File: src/rtl/icache_unit.sv
`default_nettype none
// +--------------------------------------------------------------------------+
// | Module   : icache_unit                                                   |
// | Purpose  : Direct-mapped, read-only instruction cache with two-word      |
// |            blocks. Zero-latency combinational hit path towards fetch,    |
// |            two-beat block fill from the memory controller on a miss,     |
// |            and a sticky halt state that reports quiescence.              |
// | Ports    : CLK, RST (async, active high)                                 |
// |            icache_REN/addr/halt  -> fetch request and halt               |
// |            icache_hit/load/halted <- lookup result and halt status       |
// |            mem_REN/addr -> memory read, mem_wait/load <- memory reply    |
// | Options  : ICACHE_PERF_CNT_EN adds icache_hit_count/icache_miss_count.   |
// | Revision : 1.0 - initial release                                         |
// +--------------------------------------------------------------------------+
module icache_unit #(
  parameter int ICACHE_FRAMES     = 8,
  parameter int LOG_ICACHE_FRAMES = 3
) (
  input  logic        CLK,
  input  logic        RST,
  input  logic        icache_REN,
  input  logic [31:0] icache_addr,
  input  logic        icache_halt,
  output logic        icache_hit,
  output logic [31:0] icache_load,
  output logic        icache_halted,
  output logic        mem_REN,
  output logic [31:0] mem_addr,
  input  logic        mem_wait,
  input  logic [31:0] mem_load
`ifdef ICACHE_PERF_CNT_EN
  ,
  output logic [31:0] icache_hit_count,
  output logic [31:0] icache_miss_count
`endif
);

  localparam int TAG_W = 13 - LOG_ICACHE_FRAMES;

  typedef enum logic [1:0] {
    IDLE   = 2'd0,
    FILL0  = 2'd1,
    FILL1  = 2'd2,
    HALTED = 2'd3
  } state_t;

  state_t r_state;
  state_t w_next_state;

  // Frame storage. Only the valid bits need a reset; tag/data are qualified
  // by valid so they are left unreset.
  logic [ICACHE_FRAMES-1:0] r_valid;
  logic [TAG_W-1:0]         r_tag   [ICACHE_FRAMES];
  logic [31:0]              r_word0 [ICACHE_FRAMES];
  logic [31:0]              r_word1 [ICACHE_FRAMES];

  // Miss bookkeeping: the block being filled and its first word.
  logic [TAG_W-1:0]             r_miss_tag;
  logic [LOG_ICACHE_FRAMES-1:0] r_miss_index;
  logic [31:0]                  r_fill_word0;

  logic                         w_offset;
  logic [LOG_ICACHE_FRAMES-1:0] w_index;
  logic [TAG_W-1:0]             w_tag;
  logic                         w_lookup_hit;
  logic                         w_miss;
  logic                         w_word0_we;
  logic                         w_fill_we;
  logic                         w_unused_addr_bits;

  assign w_offset = icache_addr[2];
  assign w_index  = icache_addr[2+LOG_ICACHE_FRAMES:3];
  assign w_tag    = icache_addr[15:3+LOG_ICACHE_FRAMES];

  // Upper half and byte offset of the address are don't-care.
  assign w_unused_addr_bits = ^{icache_addr[31:16], icache_addr[1:0]};

  assign w_lookup_hit = r_valid[w_index] && (r_tag[w_index] == w_tag);

  // --------------------------------------------------------------------------
  // Next-state and output decode
  // --------------------------------------------------------------------------
  always_comb begin
    w_next_state  = r_state;
    icache_hit    = 1'b0;
    icache_load   = 32'h0;
    icache_halted = 1'b0;
    mem_REN       = 1'b0;
    mem_addr      = 32'h0;
    w_miss        = 1'b0;
    w_word0_we    = 1'b0;
    w_fill_we     = 1'b0;

    unique case (r_state)
      IDLE: begin
        // Halt takes priority over any request presented in the same cycle.
        if (icache_halt) begin
          w_next_state = HALTED;
        end else if (icache_REN && w_lookup_hit) begin
          icache_hit  = 1'b1;
          icache_load = w_offset ? r_word1[w_index] : r_word0[w_index];
        end else if (icache_REN) begin
          w_miss       = 1'b1;
          w_next_state = FILL0;
        end
      end

      FILL0: begin
        mem_REN  = 1'b1;
        mem_addr = {16'h0, r_miss_tag, r_miss_index, 1'b0, 2'b00};
        if (!mem_wait) begin
          w_word0_we   = 1'b1;
          w_next_state = FILL1;
        end
      end

      FILL1: begin
        mem_REN  = 1'b1;
        mem_addr = {16'h0, r_miss_tag, r_miss_index, 1'b1, 2'b00};
        if (!mem_wait) begin
          w_fill_we    = 1'b1;
          w_next_state = IDLE;
        end
      end

      HALTED: begin
        icache_halted = 1'b1;
      end

      default: begin
        w_next_state = IDLE;
      end
    endcase
  end

  // --------------------------------------------------------------------------
  // State, valid bits and miss registers
  // --------------------------------------------------------------------------
  always_ff @(posedge CLK or posedge RST) begin
    if (RST) begin
      r_state      <= IDLE;
      r_valid      <= '0;
      r_miss_tag   <= '0;
      r_miss_index <= '0;
      r_fill_word0 <= 32'h0;
    end else begin
      r_state <= w_next_state;
      if (w_miss) begin
        r_miss_tag   <= w_tag;
        r_miss_index <= w_index;
      end
      if (w_word0_we) begin
        r_fill_word0 <= mem_load;
      end
      if (w_fill_we) begin
        r_valid[r_miss_index] <= 1'b1;
      end
    end
  end

  // Tag/data write happens together with the valid set on the last beat;
  // an abandoned fill never reaches this point because reset clears the FSM.
  always_ff @(posedge CLK) begin
    if (w_fill_we) begin
      r_tag[r_miss_index]   <= r_miss_tag;
      r_word0[r_miss_index] <= r_fill_word0;
      r_word1[r_miss_index] <= mem_load;
    end
  end

`ifdef ICACHE_PERF_CNT_EN
  // --------------------------------------------------------------------------
  // Performance counters (free-running, wrap at 2^32). Hits and misses can
  // only occur in IDLE, so both freeze naturally while halted.
  // --------------------------------------------------------------------------
  logic [31:0] r_hit_count;
  logic [31:0] r_miss_count;

  always_ff @(posedge CLK or posedge RST) begin
    if (RST) begin
      r_hit_count  <= 32'h0;
      r_miss_count <= 32'h0;
    end else begin
      if ((r_state == IDLE) && icache_hit) begin
        r_hit_count <= r_hit_count + 32'd1;
      end
      if (w_miss) begin
        r_miss_count <= r_miss_count + 32'd1;
      end
    end
  end

  assign icache_hit_count  = r_hit_count;
  assign icache_miss_count = r_miss_count;
`endif

endmodule
`default_nettype wire

File: config.mk
export PLATFORM = sky130hd
export DESIGN_NAME = icache_unit
export DESIGN_NICKNAME = d
export VERILOG_FILES = /design/src/rtl/icache_unit.sv
export SDC_FILE = /design/constraint.sdc
export NUM_CORES = 1
export LEC_CHECK = 0
export BUFFER_PORTS_ARGS = -buffer_cell sky130_fd_sc_hd__buf_2
export CAP_MARGIN = 20
export CORE_MARGIN = 1.5
export CORE_UTILIZATION = 50
export DETAILED_ROUTE_END_ITERATION = 8
export GPL_TIMING_DRIVEN = 0
export PLACE_DENSITY = 0.7
export SETUP_SLACK_MARGIN = 0.15
export SLEW_MARGIN = 15
export SYNTH_ARGS = -nofsm -noshare
export SYNTH_HDL_FRONTEND = slang
export SYNTH_SLANG_ARGS = --single-unit
export TNS_END_PERCENT = 20
File: constraint.sdc
create_clock -name CLK -period 16.6 [get_ports CLK]
set_input_delay 4.15 -clock CLK [delete_from_list [all_inputs] [get_ports CLK]]
set_output_delay 4.15 -clock CLK [all_outputs]
set_load 0.02 [all_outputs]
==> results of run 1 <==
-- worst paths after layout --
check	from	end	slack, ns	cells after the start
min in group asynchronous	RST	r_fill_word0[25]$_DFFE_PP0P_	3.56	2
setup reg to reg	r_state[0]$_DFFE_PP0P_	r_word1[0][13]$_DFFE_PP_	13.17	9
hold / removal	r_valid[0]$_DFFE_PP0P_	r_valid[0]$_DFFE_PP0P_	0.47	1
setup / recovery	icache_addr[4]	icache_load[25]	4.49	8
max in group asynchronous	RST	r_fill_word0[18]$_DFFE_PP0P_	12.44	3
hold reg to reg	r_valid[0]$_DFFE_PP0P_	r_valid[0]$_DFFE_PP0P_	0.47	1
-- layout make-up --
cell class | instances | area (um2)
Clock inverter | 28 | 240
Clock buffer | 87 | 1730
Multi-Input combinational cell | 375 | 5590
Fill cell | 3479 | 19900
Inverter | 4 | 17.5
Tap cell | 664 | 831
Timing Repair Buffer | 144 | 1260
Sequential cell | 647 | 19200
Buffer | 69 | 415
-- power breakdown --
| group | switching (uW) | leakage [uW] | internal (uW) |
|---|---|---|---|
| Sequential | 0 | 0.00697 | 1760 |
| Clock | 575 | 0.000970 | 783 |
| Combinational | 58.7 | 0.00298 | 44.2 |
| Total | 634 | 0.0109 | 2590 |
-- cell usage in the layout (no fill, tap or decap), types with 10 or more instances in the layout --
cell	count
sky130_fd_sc_hd__edfxtp_1	592
sky130_fd_sc_hd__mux4_2	174
sky130_fd_sc_hd__buf_2	110
sky130_fd_sc_hd__clkbuf_16	63
sky130_fd_sc_hd__dfrtp_1	55
sky130_fd_sc_hd__clkbuf_1	40
sky130_fd_sc_hd__mux2_2	36
sky130_fd_sc_hd__nor2b_1	35
sky130_fd_sc_hd__buf_4	33
sky130_fd_sc_hd__mux2i_1	25
sky130_fd_sc_hd__conb_1	18
sky130_fd_sc_hd__buf_12	15
sky130_fd_sc_hd__and2_1	14
sky130_fd_sc_hd__buf_6	13
sky130_fd_sc_hd__clkinv_2	13
sky130_fd_sc_hd__buf_16	11
sky130_fd_sc_hd__mux2_4	10
-- sequential cells by signal, summed over array words and instances, names as in the netlist --
signal,flops
r_tag,80
r_fill_word0,32
r_miss_index,3
r_miss_tag,10
r_valid,8
r_state,2
r_word1,256
r_word0,256
-- through the flow --
step / util, % / hold WS, ns / area (um2)
after floorplan: - / 0.434 / 25100
after global placement: 53.8 / 0.446 / 26400
after detailed placement: 55.5 / 0.450 / 27300
after CTS: 59.5 / 0.472 / 29200
after global routing: 59.5 / 0.478 / 29200
final: 59.5 / 0.465 / 29200
-- worst max-delay path: stages --
cell,delay (ns)
sky130_fd_sc_hd__clkbuf_1,0.37
sky130_fd_sc_hd__buf_1,0.75
sky130_fd_sc_hd__clkbuf_1,0.66
sky130_fd_sc_hd__clkbuf_1,0.72
sky130_fd_sc_hd__mux4_2,0.42
sky130_fd_sc_hd__mux4_2,0.55
sky130_fd_sc_hd__nor2b_1,0.16
sky130_fd_sc_hd__buf_2,0.16
-- logic make-up (layout without fill, tap and decap cells) --
family          after synthesis  count (layout)
xor+xnor                      7               7
fa+ha+maj                     4               4
mux                         245             245
simple gates                 82              82
compound gates               19              19
other cells                   1              18
buf+inv                      73             332
flops                       647             647
-- routing by layer --
layer / track usage (%) / routed length (um) / vias up
met5: 0 / 23 / -
met4: 5.38 / 1140 / 4
met3: 3.85 / 3430 / 80
met2: 34.2 / 25900 / 417
met1: 30.6 / 22200 / 6268
li1: - / - / 4929
==> results.md, run 1 <==
Placement:
- The count of port buffers added during placement is between 90 and 100.
- Summed over all nets, the half-perimeter wirelength after detailed placement is 33200 um.
- The count of placed standard cells including taps is roughly 1900.
- The congestion estimate from routability-driven global placement came to approximately 0.74.
- The post-placement worst setup slack is 4.47 ns.

GRT:
- The total congestion overflow after global routing is 0.
- The number of antenna violations at the first check in global routing is 2.
- The total routing resource utilization after global routing is between 20% and 30%.
- The number of global-route vias before repair is approximately 12000.
- The global-route wire length before repair is roughly 79000 um.
- The pin count of the biggest net entering global routing is 34.

Drt:
- The first detailed-routing pass took 5 iterations.
- The count of nets left with antenna violations after detail routing is 0.
- The average detailed-routed wire length per instance is about 26 um.
- The via count normalized by instance count is just under 6.
- The first routing iteration left 1170 violations.
- The routed layout has about 12000 vias.
- The total wirelength of the detailed-routed design is 52700 um.
- For this run, design rule violations remaining after detail routing come to 0.

Logic synthesis:
- The simple logic cell fraction of the synthesized area is under 10%.
- The number of enable flip-flop cells after synthesis is around 590.
- Sequential elements use 76.4% of the synthesized area.
- After synthesis, the most frequently instantiated cells are sky130_fd_sc_hd__edfxtp_1, sky130_fd_sc_hd__mux4_2, sky130_fd_sc_hd__dfrtp_1, sky130_fd_sc_hd__mux2_2, sky130_fd_sc_hd__nor2b_1.
- The number of synthesized register bits is approximately 650.
- Yosys mapped the design onto 39 distinct sky130hd cell types.
- The Yosys step of the flow raised 0 warnings.
- By area the synthesized netlist is led by sky130_fd_sc_hd__edfxtp_1, sky130_fd_sc_hd__mux4_2, sky130_fd_sc_hd__dfrtp_1.
- Dividing the synthesized area by the synthesized cell count gives about 23 um2.
- The XOR/XNOR share of the synthesized area is less than 1%.
- Of all flip-flops after synthesis, the portion carrying an async set or reset was roughly 8.5%.
- The cell count after synthesis is approximately 1100.
- Summed over all instances, the cell type with the most area after synthesis is sky130_fd_sc_hd__edfxtp_1.
- The multiplexer fraction of the synthesized cell area is approximately a fifth.
- For this run, the leading register cell type out of synthesis is sky130_fd_sc_hd__edfxtp_1.
- The dominant combinational cell family by area after synthesis is multiplexers.
- The arithmetic-cell share of the synthesized area counting full adders, half adders and majority gates is 0.200%.
- The synthesized netlist occupies a cell area of about 0.025 mm2.
- Summing the areas of all compound-gate instances in the mapped netlist gives less than 1% of the synthesized area.
- After synthesis, the largest area contributor takes up 71.0% of total cell area.
- Yosys instantiated no cell more often than sky130_fd_sc_hd__edfxtp_1.

Layout:
- At the end of the flow, the number of nets in the layout was roughly 1400.
- 0 antenna diodes ended up in the layout.
- The share of final-layout standard cells stronger than drive strength 1 is about two fifths.
- The area growth from synthesis to layout is 16.7%.
- The non-filler instance count after layout is between 2000 and 2500.

STA:
- The final period utilization is between 70% and 80%.
- Setup repair after global routing left no endpoint under its margin.
- The maximum frequency from static timing analysis is 82.6 MHz.
- The worst max-slew margin expressed relative to the limit is approximately 27%.
- Counting I/O delays and the setup requirement, the final critical path takes 12.11 ns.
- On the final layout, the worst clock skew is a little under 0.02 ns.
- Summed over all failing endpoints, the final setup total negative slack is 0 ns.
- After layout, the worst setup slack is between 4 and 5 ns.
- The number of hold-slack violations in the final timing report is 0.
- The total count of max-transition violations in the final report was 0.
- The pin slew with the least headroom to its limit is roughly 1.1 ns.
- The setup-violating endpoint count in the final report is 0.

Worst setup path:
- The category of the worst setup path capture point is an output port.
- The data required time at the worst endpoint is 12.45 ns.
- The critical path in this run is classified as input pin to output port.
- In this run the worst path has a maximum fanout of 10.
- The startpoint type of the worst setup path is an input pin.
- For the worst setup path, the data arrival time is ~8 ns.

Die:
- The die outline width is about 230 um.
- The starting utilization of the core area is 51.0%.
- The die area is between 0.05 and 0.06 mm2.
- Row generation in the floorplan step produced 81 rows.
- The placeable core area is around 0.05 mm2.
- The number of placed I/O pins is between 100 and 150.
- From bottom edge to top edge, the die measures 227 um.

Clock tree:
- The clock input transition at the sequential cells of the worst setup and hold paths is 0.06 ns.
- For this design, the sink count on the clock tree is about 650.
- Once the clock tree was built, the setup fixing pass inserted 0 buffers.
- The clock reaches the later pin of the worst-skew pair after 0.62 ns.
- TritonCTS built the clock tree.
- The hold buffer count at CTS is 0.
- Clock tree synthesis inserted a total of just over 60 buffers.
- The master cell of the clock root buffer is sky130_fd_sc_hd__clkbuf_16.
- In this run the number of H-tree levels came out at 2.
- The maximum clock path buffer count is 3.
- The number of gates given a new drive strength after cts is 0.

Power:
- In this run the static leakage power is roughly 0.011 uW.
- The total power divided by cell area is ~110 mW/mm2.
- Summing internal, switching and leakage power gives ~3200 uW.
- VDD sags by at most ~0.000096 V.

Min path:
- The class of the worst hold path is register to register.

Status:
- The run finished with clean final reports.

Job:
- The number of max-cap violations is 0.
(Power assumes the default switching activity.)
==> run 2, diff against run 1 <==
--- a/config.mk
+++ b/config.mk
@@ -11,7 +11,7 @@
 export CORE_UTILIZATION = 50
 export DETAILED_ROUTE_END_ITERATION = 8
 export GPL_TIMING_DRIVEN = 0
-export PLACE_DENSITY = 0.7
+export PLACE_DENSITY = 0.73
 export SETUP_SLACK_MARGIN = 0.15
 export SLEW_MARGIN = 15
 export SYNTH_ARGS = -nofsm -noshare
==> constraint.sdc (replaced) <==
create_clock -name CLK -period 9.85 [get_ports CLK]
set_input_delay 2.4625 -clock CLK [delete_from_list [all_inputs] [get_ports CLK]]
set_output_delay 2.4625 -clock CLK [all_outputs]
set_load 0.02 [all_outputs]
==> results.md, run 2 (synthesis results as in run 1) <==
Clock tree:
- The number of gates given a new drive strength after cts is 0 (unchanged).
- The maximum clock path buffer count is 3 (unchanged).
- The number of sinks on the clock net is 647 (unchanged).
- The clock latency at the later pin of the worst-skew pair is 0.63 ns (was 0.62 ns).
- The clock input transition at the sequential cells of the worst setup and hold paths was 0.06 ns (about the same).
- The hold buffer count at CTS was 0 (unchanged).
- The total CTS buffers is 61 (unchanged).
- The clock tree from TritonCTS was yes (unchanged).
- The depth of the CTS H-tree is 2 (unchanged).
- The master cell of the clock root buffer is sky130_fd_sc_hd__clkbuf_16 (unchanged).
- The number of setup buffers added after CTS is 0 (unchanged).

GRT:
- The total congestion overflow after global routing is 0 (unchanged).
- The number of global-route vias before repair came to 12277 (was 12154).
- The number of antenna violations at the first check in global routing came to 5 (was 2).
- The global-route wire length before repair was 78600 um (was 78700 um).
- The pin count of the biggest net entering global routing is 37 (was 34).
- The total routing resource utilization after global routing came to 21.4% (was 21.3%).

Layout:
- The number of nets at the end of the flow is 1378 (was 1375).
- The most frequent standard cell in the layout excluding fill and tap cells was sky130_fd_sc_hd__edfxtp_1 (unchanged).
- The final cell utilization of the core is 59.5% (about the same).
- Biggest registers after layout: r_word0: 256 flops, r_word1: 256 flops, r_tag: 80 flops (unchanged).
- The area growth from synthesis to layout is 16.7% (about the same).
- Leading cell types in the layout, fill and taps excluded: sky130_fd_sc_hd__edfxtp_1, sky130_fd_sc_hd__mux4_2, sky130_fd_sc_hd__buf_2 (unchanged).
- The filler cell count in the final layout is 3437 (was 3479).
- The share of final-layout standard cells stronger than drive strength 1 is 38.1% (was 38.0%).

Min path:
- The number of cells on the worst hold path is 1 (unchanged).
- The class of the worst hold path is register to register (unchanged).
- The critical hold path startpoint is r_valid[2]$_DFFE_PP0P_ (was r_valid[0]$_DFFE_PP0P_).
- The endpoint of the worst hold-timing path is r_valid[2]$_DFFE_PP0P_ (was r_valid[0]$_DFFE_PP0P_).

Worst setup path:
- The minimum setup slack among reg-to-reg paths is 6.86 ns (was 13.17 ns).
- The worst setup path startpoint is icache_addr[4] (unchanged).
- The worst stage delay on the critical path was 0.77 ns (was 0.75 ns).
- The category of the worst setup path capture point is an output port (unchanged).
- The kind of cell with the highest combined delay on the critical path was buffers and inverters (unchanged).
- The highest net fanout along the worst path came to 10 (unchanged).
- The total buffers and inverters traversed by the critical path is 5 (unchanged).
- Cell breakdown of the critical path: clkbuf_1 > buf_1 > clkbuf_1 > clkbuf_1 > mux4_2 > mux4_2 > nor2b_1 > buf_2 (unchanged).
- The slowest library cell on the worst path is sky130_fd_sc_hd__buf_1 (unchanged).
- The startpoint type of the worst setup path is an input pin (unchanged).
- The class of the most critical setup path was input pin to output port (unchanged).
- The capturing point of the worst reg2reg path is r_word1[4][12]$_DFFE_PP_ (was r_word1[0][13]$_DFFE_PP_).
- The beginning of the worst register-to-register path is r_state[0]$_DFFE_PP0P_ (unchanged).
- The depth of the worst register-to-register path is 8 (was 9).
- The data arrival time of the critical path was 6.27 ns (was 7.96 ns).
- The cell repeated most along the worst path is sky130_fd_sc_hd__clkbuf_1 (unchanged).
- The data required time at the worst endpoint is 7.39 ns (was 12.45 ns).

STA:
- The maximum frequency from static timing analysis is between 100 and 150 MHz.
- The final sum of negative setup slack came to 0 ns (unchanged).
- The maximum clock skew at final layout is 0.0260 ns (was 0.0195 ns).
- The total count of max-transition violations in the final report is 0 (unchanged).
- The pin slew with the least headroom to its limit is 1.07 ns (was 1.09 ns).
- The worst max-slew margin expressed relative to the limit is 28.9% (was 27.5%).
- Unrepaired setup endpoints after global routing: false (unchanged).
- The final critical-path required period is 8.73 ns.
- The setup-violating endpoint count in the final report is 0 (unchanged).
- The final period utilization is between 80% and 90%.
- The number of hold-slack violations in the final timing report was 0 (unchanged).

Power:
- The total power divided by cell area is 184 mW/mm2 (was 110 mW/mm2).
- The maximum resistive drop on vdd is 0.000201 V (was 0.0000956 V).
- The leakage component of the power is 0.0109 uW (about the same).

Drt:
- The average detailed-routed wire length per instance is 26.2 um (was 26.1 um).
- The count of nets left with antenna violations after detail routing was 0 (unchanged).
- The iteration-0 DRC count of the detailed router came to 1260 (was 1170).
- The count of unresolved DRC violations after routing is 0 (unchanged).
- The iteration count of the initial detailed-routing pass is 5 (unchanged).
- The total wirelength of the detailed-routed design was 53000 um (was 52700 um).
- The count of vias placed by the detailed router is 11764 (was 11698).
- The via count normalized by instance count came to 5.81 (was 5.80).

Placement:
- The global placement routability congestion was 0.720 (was 0.738).
- The half-perimeter wire length after detailed placement was 33300 um (was 33200 um).
- The count of port buffers added during placement is 97 (unchanged).

Die:
- The row count is 81 (unchanged).
- The die area is 0.0515 mm2 (unchanged).
- The starting utilization of the core area came to 51.0% (unchanged).
- The die outline width is 227 um (unchanged).
- The vertical die dimension is 227 um (unchanged).
- The number of placed I/O pins is 136 (unchanged).
- The placeable core area is 0.0492 mm2 (unchanged).

Job:
- The number of max-cap violations is 0 (unchanged).

Status:
- Outcome: completed (unchanged).
[run 2: worst max-delay path by stage]
stage	end	slack (ns)	cells after the start
2_1_floorplan	r_valid[0]$_DFFE_PP0P_	1.19	3
3_3_place_gp	r_valid[4]$_DFFE_PP0P_	-4.26	4
3_5_place_dp	icache_load[22]	1.08	8
4_1_cts	icache_load[24]	1.05	8
5_1_grt	icache_load[25]	1.03	8
6_report	icache_load[24]	1.12	8
[run 2: area by class of cell]
class | count | area (um2) | area share [%]
diodes | 2 | 5.00 | 0.0171
plain buffers | 69 | 413 | 1.41
clock buffers | 89 | 1750 | 6.00
clock inverters | 27 | 163 | 0.556
inverters | 4 | 17.5 | 0.0599
multi-input cells | 375 | 5590 | 19.1
flip-flops and latches | 647 | 19200 | 65.5
well taps | 664 | 831 | 2.84
repair buffers | 147 | 1310 | 4.48
[run 2: power breakdown]
group          total, uW  internal [uW]  leakage (uW)  switching (uW)
clock network       2230           1260      0.000944             975
logic                174           75.4       0.00300            98.7
registers           2970           2970       0.00697               0
total               5380           4300        0.0109            1070
[run 2: routing by layer]
metal	global-route usage [%]	share of wire (%)	up-vias
li1	-	-	4926
met1	30.0	41	6308
met2	35.5	51	447
met3	3.74	6.8	77
met4	4.77	1.6	6
met5	0	0.072	-
[run 2: per-stage QoR]
step | setup WS [ns] | total power [uW] | instances | area, um2 | hold WS [ns]
after global routing | 1.03 | 5520 | 2023 | 29200 | 0.475
final | 1.12 | 5380 | 2024 | 29200 | 0.463
after floorplan | 1.19 | 3140 | 1095 | 25100 | 0.434
after global placement | -4.26 | 3200 | 1856 | 26400 | 0.445
after detailed placement | 1.08 | 3200 | 1904 | 27300 | 0.451
after CTS | 1.05 | 5420 | 2020 | 29200 | 0.464
